`config.mk`:
```
export PLATFORM = sky130hd
export DESIGN_NAME = tm1638_key_reader
export DESIGN_NICKNAME = d
export VERILOG_FILES = /design/src/rtl/tm1638_pkg.sv /design/src/rtl/tm1638_bit_timer.sv /design/src/rtl/tm1638_key_reader.sv
export SDC_FILE = /design/constraint.sdc
export NUM_CORES = 1
export LEC_CHECK = 0
export CAP_MARGIN = 20
export CORE_AREA = 2 2 115 117
export CTS_CLUSTER_DIAMETER = 80
export DETAILED_ROUTE_END_ITERATION = 8
export DIE_AREA = 0 0 117 119
export PLACE_DENSITY = 0.52
export SLEW_MARGIN = 40
export SYNTH_ARGS = -nofsm -noshare
export SYNTH_HDL_FRONTEND = slang
export SYNTH_HIERARCHICAL = 1
export SYNTH_SLANG_ARGS = --single-unit
```
`constraint.sdc`:
```
create_clock -name clk -period 4.1 [get_ports clk]
set_clock_uncertainty 0.05 [all_clocks]
set_input_delay 1.025 -clock clk [delete_from_list [all_inputs] [get_ports clk]]
set_output_delay 1.025 -clock clk [all_outputs]
set_load 0.005 [all_outputs]
```
`src/rtl/tm1638_pkg.sv`:
```
// Shared constants, state encoding and key decode for the TM1638 key reader.
package tm1638_pkg;

  localparam logic [7:0] TM1638_CMD_READ_KEYS = 8'h42;
  localparam int         TM1638_SCAN_BYTES    = 4;
  localparam int         TM1638_SCAN_BITS     = TM1638_SCAN_BYTES * 8;
  localparam int         TM1638_TMR_W         = 16;

  typedef enum logic [2:0] {
    ST_IDLE,
    ST_SETUP,
    ST_CMD,
    ST_WAIT,
    ST_READ,
    ST_HOLD
  } tm1638_state_e;

  // Each scan byte carries two keys: bit 0 and bit 4.
  function automatic logic [7:0] tm1638_decode_keys(input logic [TM1638_SCAN_BITS-1:0] scan);
    logic [7:0] k_vec;
    k_vec = '0;
    for (int k = 0; k < TM1638_SCAN_BYTES; k++) begin
      k_vec[2*k]   = scan[8*k];
      k_vec[2*k+1] = scan[8*k+4];
    end
    return k_vec;
  endfunction

endpackage

```
`src/rtl/tm1638_bit_timer.sv`:
```
// Half-period down-counter for the TM1638 serial clock. Also serves as a
// one-shot delay: a start loads an arbitrary length and initial phase.
module tm1638_bit_timer
  import tm1638_pkg::*;
#(
  parameter int CLK_DIV = 4
) (
  input  logic                    clk,
  input  logic                    rst_n,
  input  logic                    start,
  input  logic [TM1638_TMR_W-1:0] start_len,
  input  logic                    start_high,
  input  logic                    park,
  output logic                    half_end,
  output logic                    phase_high,
  output logic                    sample_en
);

  localparam logic [TM1638_TMR_W-1:0] HALF_RELOAD = TM1638_TMR_W'(CLK_DIV - 1);
  localparam logic [TM1638_TMR_W-1:0] ONE         = TM1638_TMR_W'(1);

  logic [TM1638_TMR_W-1:0] cnt;

  assign half_end  = (cnt == '0);
  assign sample_en = half_end & phase_high;

  // Counter and phase: start wins, park holds the line high, otherwise toggle on terminal count.
  always_ff @(posedge clk) begin
    if (!rst_n) begin
      cnt        <= HALF_RELOAD;
      phase_high <= 1'b1;
    end else if (start) begin
      cnt        <= start_len - ONE;
      phase_high <= start_high;
    end else if (park) begin
      cnt        <= HALF_RELOAD;
      phase_high <= 1'b1;
    end else if (half_end) begin
      cnt        <= HALF_RELOAD;
      phase_high <= ~phase_high;
    end else begin
      cnt <= cnt - ONE;
    end
  end

endmodule

```
`src/rtl/tm1638_key_reader.sv`:
```
// TM1638 key-scan reader: sends READ_KEYS, turns DIO around and shifts in
// four scan bytes, then publishes raw bytes and decoded key state.
//
// state | meaning
// IDLE  | pins parked, waiting for scan_req
// SETUP | stb low, first command bit on DIO
// CMD   | shifting 0x42 out, LSB first
// WAIT  | DIO released, turnaround delay
// READ  | clocking in 32 scan bits, LSB first
// HOLD  | stb low, clk high before release
module tm1638_key_reader
  import tm1638_pkg::*;
#(
  parameter int CLK_DIV     = 4,
  parameter int WAIT_CYCLES = 8
) (
  input  logic        clk,
  input  logic        rst_n,
  input  logic        scan_req,
  output logic        busy,
  output logic [7:0]  keys,
  output logic [31:0] raw,
  output logic        keys_valid,
  output logic        tm1638_stb,
  output logic        tm1638_clk,
  output logic        tm1638_dio_out,
  output logic        tm1638_dio_oe,
  input  logic        tm1638_dio_in
);

  localparam logic [TM1638_TMR_W-1:0] LEN_HALF      = TM1638_TMR_W'(CLK_DIV);
  localparam logic [TM1638_TMR_W-1:0] LEN_WAIT      = TM1638_TMR_W'(WAIT_CYCLES);
  localparam logic [5:0]              LAST_CMD_BIT  = 6'd7;
  localparam logic [5:0]              LAST_READ_BIT = 6'(TM1638_SCAN_BITS - 1);

  tm1638_state_e                state, state_nxt;
  logic [5:0]                   bit_cnt, bit_cnt_nxt;
  logic [TM1638_SCAN_BITS-1:0]  shift, shift_nxt;
  logic                         dio_out_nxt;
  logic                         load_nxt;
  logic                         dio_meta, dio_sync;
  logic                         tmr_start, tmr_high, tmr_park;
  logic [TM1638_TMR_W-1:0]      tmr_len;
  logic                         half_end, phase_high, sample_en;

  tm1638_bit_timer #(
    .CLK_DIV (CLK_DIV)
  ) u_timer (
    .clk        (clk),
    .rst_n      (rst_n),
    .start      (tmr_start),
    .start_len  (tmr_len),
    .start_high (tmr_high),
    .park       (tmr_park),
    .half_end   (half_end),
    .phase_high (phase_high),
    .sample_en  (sample_en)
  );

  // The timer phase flop is the serial clock itself, so the pin never glitches.
  assign tm1638_clk = phase_high;

  // Two-flop synchronizer for the asynchronous DIO pad.
  always_ff @(posedge clk) begin
    if (!rst_n) begin
      dio_meta <= 1'b1;
      dio_sync <= 1'b1;
    end else begin
      dio_meta <= tm1638_dio_in;
      dio_sync <= dio_meta;
    end
  end

  // Next-state, timer control, shift and DIO drive decisions.
  always_comb begin
    state_nxt   = state;
    bit_cnt_nxt = bit_cnt;
    shift_nxt   = shift;
    dio_out_nxt = tm1638_dio_out;
    load_nxt    = 1'b0;
    tmr_start   = 1'b0;
    tmr_len     = LEN_HALF;
    tmr_high    = 1'b1;
    tmr_park    = 1'b0;
    case (state)
      ST_IDLE: begin
        tmr_park = 1'b1;
        if (scan_req) begin
          state_nxt   = ST_SETUP;
          tmr_start   = 1'b1;
          dio_out_nxt = TM1638_CMD_READ_KEYS[0];
        end
      end
      ST_SETUP: begin
        if (half_end) begin
          state_nxt   = ST_CMD;
          tmr_start   = 1'b1;
          tmr_high    = 1'b0;
          bit_cnt_nxt = '0;
        end
      end
      ST_CMD: begin
        if (sample_en) begin
          if (bit_cnt == LAST_CMD_BIT) begin
            state_nxt   = ST_WAIT;
            tmr_start   = 1'b1;
            tmr_len     = LEN_WAIT;
            dio_out_nxt = 1'b1;
          end else begin
            bit_cnt_nxt = bit_cnt + 6'd1;
            dio_out_nxt = TM1638_CMD_READ_KEYS[bit_cnt_nxt[2:0]];
          end
        end
      end
      ST_WAIT: begin
        if (half_end) begin
          state_nxt   = ST_READ;
          tmr_start   = 1'b1;
          tmr_high    = 1'b0;
          bit_cnt_nxt = '0;
        end
      end
      ST_READ: begin
        if (sample_en) begin
          shift_nxt = {dio_sync, shift[TM1638_SCAN_BITS-1:1]};
          if (bit_cnt == LAST_READ_BIT) begin
            state_nxt = ST_HOLD;
            tmr_start = 1'b1;
          end else begin
            bit_cnt_nxt = bit_cnt + 6'd1;
          end
        end
      end
      ST_HOLD: begin
        if (half_end) begin
          state_nxt = ST_IDLE;
          tmr_park  = 1'b1;
          load_nxt  = 1'b1;
        end
      end
      default: begin
        state_nxt = ST_IDLE;
        tmr_park  = 1'b1;
      end
    endcase
  end

  // State, datapath and registered pin/status outputs.
  always_ff @(posedge clk) begin
    if (!rst_n) begin
      state          <= ST_IDLE;
      bit_cnt        <= '0;
      shift          <= '0;
      tm1638_stb     <= 1'b1;
      tm1638_dio_oe  <= 1'b0;
      tm1638_dio_out <= 1'b1;
      busy           <= 1'b0;
      keys_valid     <= 1'b0;
      keys           <= '0;
      raw            <= '0;
    end else begin
      state          <= state_nxt;
      bit_cnt        <= bit_cnt_nxt;
      shift          <= shift_nxt;
      tm1638_stb     <= (state_nxt == ST_IDLE);
      tm1638_dio_oe  <= (state_nxt == ST_SETUP) || (state_nxt == ST_CMD);
      tm1638_dio_out <= dio_out_nxt;
      busy           <= (state_nxt != ST_IDLE);
      keys_valid     <= load_nxt;
      if (load_nxt) begin
        raw  <= shift;
        keys <= tm1638_decode_keys(shift);
      end
    end
  end

endmodule

```
==> summary.md <==
| Metric | Value |
|---|---|
| Outcome | `finished clean` |
| Critical Path AT | `3.88 ns` |
| IO Pins | `50` |
| Largest net degree at the start of global routing | `50` |
| YS warnings | `6` |
| Final Max Slew Viols | `0` |
| Pre-CTS WS | `0.309 ns` |
| Post-CTS Setup Bufs | `0` |
| Post-Synthesis Cells | `518` |
| Post-route setup TNS | `0 ns` |
| Largest stage delay, worst path | `0.45 ns` |
| Fin area | `5370 µm²` |
| Final setup vio count | `0` |
| CP Launch Type | `flop` |
| Vias | `3498` |
| Die height | `119 µm` |
| CP top delay family | `simple AND/OR/NAND/NOR gates` |
| Grt ovf | `0` |
| Routed WL | `9000 µm` |
| Global Route Usage Sum | `14.0%` |
| Final cell count without fillers | `765` |
| Synthesized flop and latch total | `97` |
| Dominant synthesized flop cell | `dfxtp_1` |
| Placed inst area | `5050 µm²` |
| Worst min path class | `reg2reg` |
| H-tree levels | `3` |
| Post-Place Cells | `749` |
| Buffers on Ports | `49` |
| DRT iter0 DRCs | `163` |
| Max clock buf depth | `2` |
| Worst Setup Path Type | `reg2reg` |
| First-pass DRT Iterations | `5` |
| Antenna Nets Post-Route | `0` |
| Min Tclk post-route | `3.66 ns` |
| Rows | `42` |
| Synth async-reset ratio | `0%` |
| CTS root buffer | `clkbuf_16` |
| CP endpoint kind | `flop` |
| Nets@finish | `594` |
| Via density per instance | `4.57` |
| Critical Path RT | `4.31 ns` |
| Worst-path cell chain | `or3_4, or4_1, or2_4, nor2_1, nand2_1, nor2_1, inv_1, nor3_1, nand3b_1, or3_1, xor2_1, o22ai_1` |
| Fin. Hold Viols | `0` |
| CTS tree | `built` |
| Chip width | `117 µm` |
| Worst vdd ir | `150 µV` |
| WL per Instance | `11.8 µm` |
| Sink Count | `97` |
| Worst path depth | `12` |
| Reg clk slew, reported paths | `0.07 ns` |
| Leakage | `1.82 nW` |
| Core ar. | `12900 µm²` |
| Initial Util | `33.8%` |
| Layout Area Growth over Synthesis | `23.2%` |
| Sequential-to-total area share from yosys stat | `44.6%` |
| Final WS setup | `0.436 ns` |
| Synth unique cells | `55` |
| RSZ-0062 raised after global routing | `no` |
| Number of antenna diodes | `0` |
| Most used cell, CP | `nor2_1` |
| Actual slew at the worst max-slew pin | `0.550 ns` |
| Slew margin rel. | `63.0%` |
| Reg2Reg Depth | `12` |
| Residual DRC count | `0` |
| Max Cap Viol | `0` |
| GP Congestion | `0.836` |
| Vias in the first global route | `3377` |
| Power after layout | `0.00191 W` |
| Final Cycle Share | `89.4%` |
| Synthesized cell area | `4350 µm²` |
| Initial antenna violation count | `0` |
| Max Freq | `0.273 GHz` |
| DIE AREA | `13900 µm²` |
| WP buf/inv | `1` |
| WHS Path Cells | `1` |
| Total CTS buffers | `9` |
| Fraction of layout instances using a drive strength above 1 | `5.60%` |
| Max Fanout on Critical Path | `6` |
| Post-synth EDFFs | `0` |
| Slowest-stage cell, CP | `or4_1` |
| First-pass GRT wire length | `15500 µm` |
| Power Density | `355 nW/µm²` |
| Clk_lat worst skew | `0.34 ns` |
| Synth Area per Inst | `8.41 µm²` |
| HPWL after DPL | `5970 µm` |
-- synthesized netlist by cell type, types with 6 or more instances --
library cell / count / area [µm²]
nor2_1: 15 / 56.3
xor2_1: 9 / 78.8
a21boi_0: 56 / 420
nand3_1: 11 / 55.1
buf_4: 8 / 60.1
nor3b_1: 6 / 45.0
o22ai_1: 13 / 81.3
a21boi_1: 8 / 60.1
dfxtp_1: 97 / 1940
xnor2_1: 20 / 175
inv_1: 11 / 41.3
o21ai_0: 8 / 40.0
a21oi_1: 8 / 40.0
and3_1: 6 / 37.5
clkbuf_1: 23 / 86.3
nand2_1: 140 / 526
nor3_1: 11 / 55.1
or3_1: 6 / 37.5
-- cells by family (layout without fill, tap and decap cells) --
| family | after synthesis | count (layout) | synth area share (%) |
|---|---|---|---|
| and+or+nand+nor | 232 | 232 | 25.3 |
| AOI/OAI and AO/OA | 103 | 103 | 16.6 |
| DFF | 97 | 97 | 44.6 |
| buffers and inverters | 49 | 84 | 5.72 |
| xor gates and xnor gates | 29 | 29 | 5.83 |
| adders and majority gates | 5 | 5 | 1.44 |
| muxes | 2 | 2 | 0.460 |
| other | 1 | 37 | 0.0861 |
-- where the power goes --
part / internal (W) / total [W] / switching (W)
clock network: 0.000474 / 0.000831 / 0.000357
registers: 0.000957 / 0.000970 / 0.0000135
logic: 0.0000504 / 0.000104 / 0.0000538
total: 0.00148 / 0.00191 / 0.000424
-- final timing paths --
check / startpoint / to / slack, ns
hold reg to reg: dio_meta / dio_sync / 0.36
setup / recovery: u_timer/cnt[11] / u_timer/cnt[9] / 0.44
setup reg to reg: u_timer/cnt[11] / u_timer/cnt[9] / 0.44
hold / removal: dio_meta / dio_sync / 0.36
-- per-stage QoR --
step	utilization (%)	hold slack [ns]
floorplan	-	0.336
global placement	39.2	0.346
detailed placement	39.2	0.349
CTS	41.4	0.367
global route	41.7	0.411
finish	41.7	0.364
-- placed cells by master, fill, tap and decap left out, types with 7 or more instances in the layout --
master and n:
buf_4 7, a21oi_1 8, a21boi_1 8, nand3_1 11, a21boi_0 56, clkdlybuf4s50_1 48, clkbuf_16 9, conb_1 37
nor2_1 15, xor2_1 9, o21ai_0 8, nor3_1 11, nand2_1 140, dfxtp_1 97, xnor2_1 20, inv_1 11
o22ai_1 13
-- timing repair --
| action | CTS | global route |
|---|---|---|
| hold buffers | 0 | 0 |
| setup endpoints to repair | 0 | 4 |
| gates resized for setup | 0 | 1 |
-- metal layers --
layer	GRT usage, %	wire [µm]	up-vias
li1	-	-	1823
met1	17.8	4250	1602
met2	22.0	4340	61
met3	3.05	259	12
met4	7.50	144	0
met5	0	0	-
-- area by class of cell --
type                       count  area, µm²
timing repair buffer          57        566
fill                        1341       7510
tap                          176        220
sequential                    97       1940
inverter                      12       45.0
clock buffer                  11        233
clock inverter                 4       52.6
multi-input combinational    408       2310
-- sequential cells by signal (all words and copies together) (netlist names), 3 cells and up --
signal and count:
bit_cnt 6, keys 7, raw 25, shift 32
state 3, u_timer/cnt 16
(Power assumes the default switching activity.)
